File: config.mk
export PLATFORM = sky130hd
export DESIGN_NAME = mem_arbiter
export DESIGN_NICKNAME = d
export VERILOG_FILES = /design/src/rtl/mem_arbiter.sv
export SDC_FILE = /design/constraint.sdc
export NUM_CORES = 1
export LEC_CHECK = 0
export ABC_AREA = 1
export CORE_MARGIN = 3
export CORE_UTILIZATION = 40
export CTS_CLUSTER_SIZE = 14
export DETAILED_ROUTE_END_ITERATION = 10
export GPL_ROUTABILITY_DRIVEN = 1
export PLACE_DENSITY_LB_ADDON = 0.08
export SYNTH_ARGS = -nofsm -noshare
export SYNTH_HDL_FRONTEND = slang
export SYNTH_SLANG_ARGS = --single-unit
File: constraint.sdc
create_clock -name clk_in -period 2.2 [get_ports clk_in]
set_input_delay 0.44 -clock clk_in [delete_from_list [all_inputs] [get_ports clk_in]]
set_output_delay 0.44 -clock clk_in [all_outputs]
set_load 0.005 [all_outputs]
File: src/rtl/mem_arbiter.sv
// Two-port round-robin arbiter that serialises fetch (port 0) and load/store (port 1)
// requests onto a single-port memory; every output is driven straight from a flop.
module mem_arbiter #(
    parameter int DATA_WIDTH  = 32,
    parameter int DATA_SIZE   = 1024,
    parameter int WAIT_CYCLES = 0
) (
    input  logic                  clk_in,
    input  logic                  rst_n_in,
    input  logic                  p0_req,
    input  logic                  p1_req,
    input  logic                  p0_write,
    input  logic                  p1_write,
    input  logic [DATA_WIDTH-1:0] p0_addr,
    input  logic [DATA_WIDTH-1:0] p1_addr,
    input  logic [DATA_WIDTH-1:0] p0_wdata,
    input  logic [DATA_WIDTH-1:0] p1_wdata,
    output logic [DATA_WIDTH-1:0] p0_rdata,
    output logic [DATA_WIDTH-1:0] p1_rdata,
    output logic                  p0_ack,
    output logic                  p1_ack,
    output logic                  p0_err,
    output logic                  p1_err,
    output logic                  mem_enable,
    output logic                  mem_write,
    output logic [DATA_WIDTH-1:0] mem_addr,
    output logic [DATA_WIDTH-1:0] mem_wdata,
    input  logic [DATA_WIDTH-1:0] mem_rdata,
    input  logic                  mem_ready
);

    typedef enum logic [1:0] {IDLE, ACCESS, RESP} state_t;

    localparam logic [DATA_WIDTH-1:0] ADDR_LIMIT = DATA_WIDTH'(DATA_SIZE);
    localparam logic [3:0]            WAIT_LOAD  = 4'(WAIT_CYCLES);

    state_t                state, state_nxt;
    logic                  last_grant, last_grant_nxt;
    logic                  grant_port, grant_port_nxt;
    logic                  lat_write, lat_write_nxt;
    logic [3:0]            wait_cnt, wait_cnt_nxt;
    logic                  mem_enable_nxt, mem_write_nxt;
    logic [DATA_WIDTH-1:0] mem_addr_nxt, mem_wdata_nxt;
    logic [DATA_WIDTH-1:0] p0_rdata_nxt, p1_rdata_nxt;
    logic                  p0_ack_nxt, p1_ack_nxt, p0_err_nxt, p1_err_nxt;
    logic                  pick;
    logic                  sel_write;
    logic [DATA_WIDTH-1:0] sel_addr, sel_wdata;

    always_comb begin
        state_nxt      = state;
        last_grant_nxt = last_grant;
        grant_port_nxt = grant_port;
        lat_write_nxt  = lat_write;
        wait_cnt_nxt   = wait_cnt;
        mem_enable_nxt = 1'b0;
        mem_write_nxt  = 1'b0;
        mem_addr_nxt   = mem_addr;
        mem_wdata_nxt  = mem_wdata;
        p0_rdata_nxt   = p0_rdata;
        p1_rdata_nxt   = p1_rdata;
        p0_ack_nxt     = 1'b0;
        p1_ack_nxt     = 1'b0;
        p0_err_nxt     = 1'b0;
        p1_err_nxt     = 1'b0;
        // On a tie the port that did not win last time gets the bus.
        pick      = (p0_req && p1_req) ? ~last_grant : p1_req;
        sel_write = pick ? p1_write : p0_write;
        sel_addr  = pick ? p1_addr  : p0_addr;
        sel_wdata = pick ? p1_wdata : p0_wdata;

        case (state)
            IDLE: begin
                if (p0_req || p1_req) begin
                    grant_port_nxt = pick;
                    last_grant_nxt = pick;
                    lat_write_nxt  = sel_write;
                    mem_addr_nxt   = sel_addr;
                    mem_wdata_nxt  = sel_wdata;
                    if (sel_addr < ADDR_LIMIT) begin
                        state_nxt      = ACCESS;
                        wait_cnt_nxt   = WAIT_LOAD;
                        mem_enable_nxt = 1'b1;
                        mem_write_nxt  = sel_write && (WAIT_LOAD == 4'd0);
                    end else begin
                        // Out-of-range: answer straight away, memory is never touched.
                        state_nxt  = RESP;
                        p0_ack_nxt = ~pick;
                        p1_ack_nxt = pick;
                        p0_err_nxt = ~pick;
                        p1_err_nxt = pick;
                    end
                end
            end
            ACCESS: begin
                if (wait_cnt != 4'd0) begin
                    wait_cnt_nxt   = wait_cnt - 4'd1;
                    mem_enable_nxt = 1'b1;
                    mem_write_nxt  = lat_write && (wait_cnt == 4'd1);
                end else if (mem_ready) begin
                    state_nxt = RESP;
                    if (!lat_write) begin
                        if (grant_port) p1_rdata_nxt = mem_rdata;
                        else            p0_rdata_nxt = mem_rdata;
                    end
                    p0_ack_nxt = ~grant_port;
                    p1_ack_nxt = grant_port;
                end else begin
                    mem_enable_nxt = 1'b1;
                    mem_write_nxt  = lat_write;
                end
            end
            RESP: begin
                state_nxt = IDLE;
            end
            default: begin
                state_nxt = IDLE;
            end
        endcase
    end

    always_ff @(posedge clk_in) begin
        if (!rst_n_in) begin
            state      <= IDLE;
            last_grant <= 1'b1;
            grant_port <= 1'b0;
            lat_write  <= 1'b0;
            wait_cnt   <= '0;
            mem_enable <= 1'b0;
            mem_write  <= 1'b0;
            mem_addr   <= '0;
            mem_wdata  <= '0;
            p0_rdata   <= '0;
            p1_rdata   <= '0;
            p0_ack     <= 1'b0;
            p1_ack     <= 1'b0;
            p0_err     <= 1'b0;
            p1_err     <= 1'b0;
        end else begin
            state      <= state_nxt;
            last_grant <= last_grant_nxt;
            grant_port <= grant_port_nxt;
            lat_write  <= lat_write_nxt;
            wait_cnt   <= wait_cnt_nxt;
            mem_enable <= mem_enable_nxt;
            mem_write  <= mem_write_nxt;
            mem_addr   <= mem_addr_nxt;
            mem_wdata  <= mem_wdata_nxt;
            p0_rdata   <= p0_rdata_nxt;
            p1_rdata   <= p1_rdata_nxt;
            p0_ack     <= p0_ack_nxt;
            p1_ack     <= p1_ack_nxt;
            p0_err     <= p0_err_nxt;
            p1_err     <= p1_err_nxt;
        end
    end

endmodule
==> impl_metrics.yaml <==
pwr:
  clock_power_share_pct: 44.9
  power.ir.vdd_worst_v: 0.0005120
  static-leakage-power_nw: 4.029
  power_per_cell_area_nw_per_um2: 726.7
  power_frac_comb_pct: 16.5
  power.internal_w: 0.005622
  power.switching_w: 0.001635
  switching_share_pct: 22.53
  share_seq_of_total_power_pct: 38.6
drt:
  antenna_left: 0
  finalWirelength_um: 19400
  drt-wirelength-per-cell_um: 15.04
  remaining_drc_errors: 0
  routed_via_density: 4.927
  detailedRoute.firstPassIterationCount: 6
  drt_iter0_markers: 359
  dr_total_vias: 6356
synthesis:
  synth_async_sr_flop_share_pct: 0
  synth.net_count: 948
  synth-warning-count: 0
  postSynthRegisterBits: 143
  postSynthCellCount: 778
  synthFlopType: "sky130_fd_sc_hd__dfxtp_1"
  syn_avg_cell_area_um2: 7.502
  ys_types: 30
  synth_edf_count: 0
  synth-seq-area-share_pct: 49.05
  syn-cell-area_um2: 5837
global_route:
  global_route.usage.total_pct: 23.63
  antenna_found_initial: 0
  pin_count_of_the_biggest_net_entering_global_routing: 65
  grt_first_pass_wirelength_um: 30620
  first_global_vias: 6285
  grt_overflow: 0
placement:
  port_buffers: 300
  place.detailed.hpwl_um: 14240
  finalWeightedCongestion: 0.8320
  preCtsSetupSlack_ps: -177.3
timing:
  layout_worst_path_cycle_share_pct: 89.76
  fmaxAchievable_ghz: 0.5064
  final_period_minus_worst_setup_slack_ps: 1975
  fin_hold_ws_ps: 439.8
  rsz0062_at_grt: "false"
  timing.slew.headroom_pct: 62.82
  worst_clock_skew_ps: 7.354
  report.final.slew_viol_count: 0
  report.final.hold_viol_count: 0
  finalSetupViolations: 0
  post-route-worst-setup-slack_ps: 225.2
  max_slew.worst_pin.slew_ps: 557.7
critical_path:
  critical_path_required_time_ps: 2540
  cp_slowest_cell: "sky130_fd_sc_hd__clkdlybuf4s50_1"
  worst_ep_arrival_time_ps: 2320
  cpPeakStageDelay_ps: 460
  timing.critical_path.to_type: "flip-flop"
  timing_worst_setup_path_type: "primary input to flip-flop"
  path_cells: "clkdlybuf4s50_1, nand2_4, buf_4, nand3_1, nand2_1, nand2_1, nor2_1, nand2_1, nor2_2, nand2_2, nand2_4, nand2_2, nand2_1, nand2_1, nor2_2"
  cpMostUsedCell: "sky130_fd_sc_hd__nand2_1"
  setup.worst_path.start_class: "primary input"
  critical_path.max_fanout: 14
  r2r_slack_ps: 330
finish:
  final_common_cell: "sky130_fd_sc_hd__clkdlybuf4s50_1"
  layout-drive-gt1-share_pct: 9.640
  antennaDiodeCount: 0
  layout.cells.most_common_list: "299 x sky130_fd_sc_hd__clkdlybuf4s50_1, 155 x sky130_fd_sc_hd__nand2_1, 143 x sky130_fd_sc_hd__dfxtp_1"
  area.growth.synth_to_final_pct: 71.10
  final_net_count: 1267
clock_network:
  tritoncts: "built"
  cts_hold_buf: 0
  clock_slew_at_the_register_clock_pins_of_the_worst_setup_and_hold_paths_ps: 60
  cts_max_path_buffers: 2
  tritoncts.num_buffers: 17
  htree_levels: 4
  number_of_cells_upsized_or_downsized_after_cts: 0
  post-cts-setup-buffers: 0
  cts-root-buf: "sky130_fd_sc_hd__clkbuf_16"
  number_of_clock_sinks: 143
  insertion_delay_ps: 410
status:
  run_status: "completed"
run:
  max_cap_viol_count: 0
floorplanning:
  floorplan.rows: 43
  die_w_um: 126.8
  floorplan.die_area_um2: 16080
  io_pins: 301
  die_height_um: 126.8
  core_um2: 14100
  initial_utilization_pct: 41.41
worst_hold_path:
  hold_path_class: "flip-flop to flip-flop"
metal layers:
layer / part of all wire [%] / global-route usage [%] / vias to the layer above
met2: 51 / 42.90 / 245
li1: - / - / 3216
met5: 0 / 0 / -
met3: 8.8 / 8.505 / 25
met1: 39 / 25.22 / 2870
met4: 1.8 / 8.265 / 0
final cells by class:
type / instances / area (µm²)
multi-input cells: 523 / 2504
inverters: 55 / 209.0
fillers: 1156 / 4109
clock buffers: 21 / 460.4
well taps: 180 / 225.2
repair buffers: 357 / 3516
clock inverters: 11 / 210.2
flip-flops and latches: 143 / 2863
power groups by stage:
stage                     Combinational (W)  Sequential (W)  Clock, W
after global placement              0.00120         0.00285         0
after CTS                           0.00121         0.00280   0.00332
after global routing                0.00131         0.00281   0.00344
after floorplan                    0.000412         0.00286         0
after detailed placement            0.00119         0.00285         0
final                               0.00120         0.00280   0.00326
worst max-delay path, delay by kind of cell:
family | cells | cell delay, ps
buffers and inverters | 2 | 660
AND/OR/NAND/NOR | 13 | 1220
sequential cells by signal (all words and copies together), names as in the netlist:
name	cells
grant_port	1
last_grant	1
lat_write	1
mem_addr	32
mem_enable	1
mem_wdata	32
mem_write	1
p0_ack	1
p0_err	1
p0_rdata	32
p1_ack	1
p1_err	1
p1_rdata	32
state	2
wait_cnt	4
cells in the mapped netlist, types with 2 or more instances:
cell	count	area, µm²
sky130_fd_sc_hd__a21oi_1	48	240.2
sky130_fd_sc_hd__a31oi_1	56	350.3
sky130_fd_sc_hd__buf_2	14	70.07
sky130_fd_sc_hd__buf_4	2	15.01
sky130_fd_sc_hd__buf_6	4	45.04
sky130_fd_sc_hd__clkbuf_1	37	138.9
sky130_fd_sc_hd__dfxtp_1	143	2863
sky130_fd_sc_hd__ha_1	3	37.54
sky130_fd_sc_hd__inv_1	52	195.2
sky130_fd_sc_hd__inv_2	2	7.510
sky130_fd_sc_hd__nand2_1	155	581.8
sky130_fd_sc_hd__nand2_2	4	25.02
sky130_fd_sc_hd__nand2_4	2	22.52
sky130_fd_sc_hd__nand3_1	17	85.08
sky130_fd_sc_hd__nand3b_1	7	52.55
sky130_fd_sc_hd__nor2_1	82	307.8
sky130_fd_sc_hd__nor2_2	5	31.28
sky130_fd_sc_hd__nor3_1	2	10.01
sky130_fd_sc_hd__o211ai_1	2	15.01
sky130_fd_sc_hd__o21ai_0	130	650.6
sky130_fd_sc_hd__xnor2_1	2	17.52
cells by family (layout without fill, tap and decap cells):
family | after synthesis | count (layout) | share of synthesized area (%)
XOR/XNOR | 2 | 2 | 0.3002
AO/OA/AOI/OAI | 239 | 239 | 21.84
adder cells (fa/ha/maj) | 3 | 3 | 0.6432
flip-flops | 143 | 143 | 49.05
buffers and inverters | 112 | 444 | 8.189
AND/OR/NAND/NOR | 279 | 279 | 19.98
worst paths after layout:
kind,from,to,cells past startpoint
setup / recovery,p0_req,wait_cnt[1],15
hold reg to reg,p0_rdata[18],p0_rdata[18],2
hold / removal,p0_rdata[18],p0_rdata[18],2
setup reg to reg,wait_cnt[1],p0_rdata[26],9
through the flow:
stage          power [W]  cells  area [µm²]  TNS, ps  util, %
2_1_floorplan   0.003268    778        5837        0        -
3_3_place_gp    0.004046   1258        9316    -2925    66.09
3_5_place_dp    0.004045   1258        9316    -4377    66.09
4_1_cts         0.007321   1290        9987        0    70.85
5_1_grt         0.007563   1290        9987        0    70.85
6_report        0.007257   1290        9987        0    70.85
Note: power is estimated with default switching activity, not from simulation.
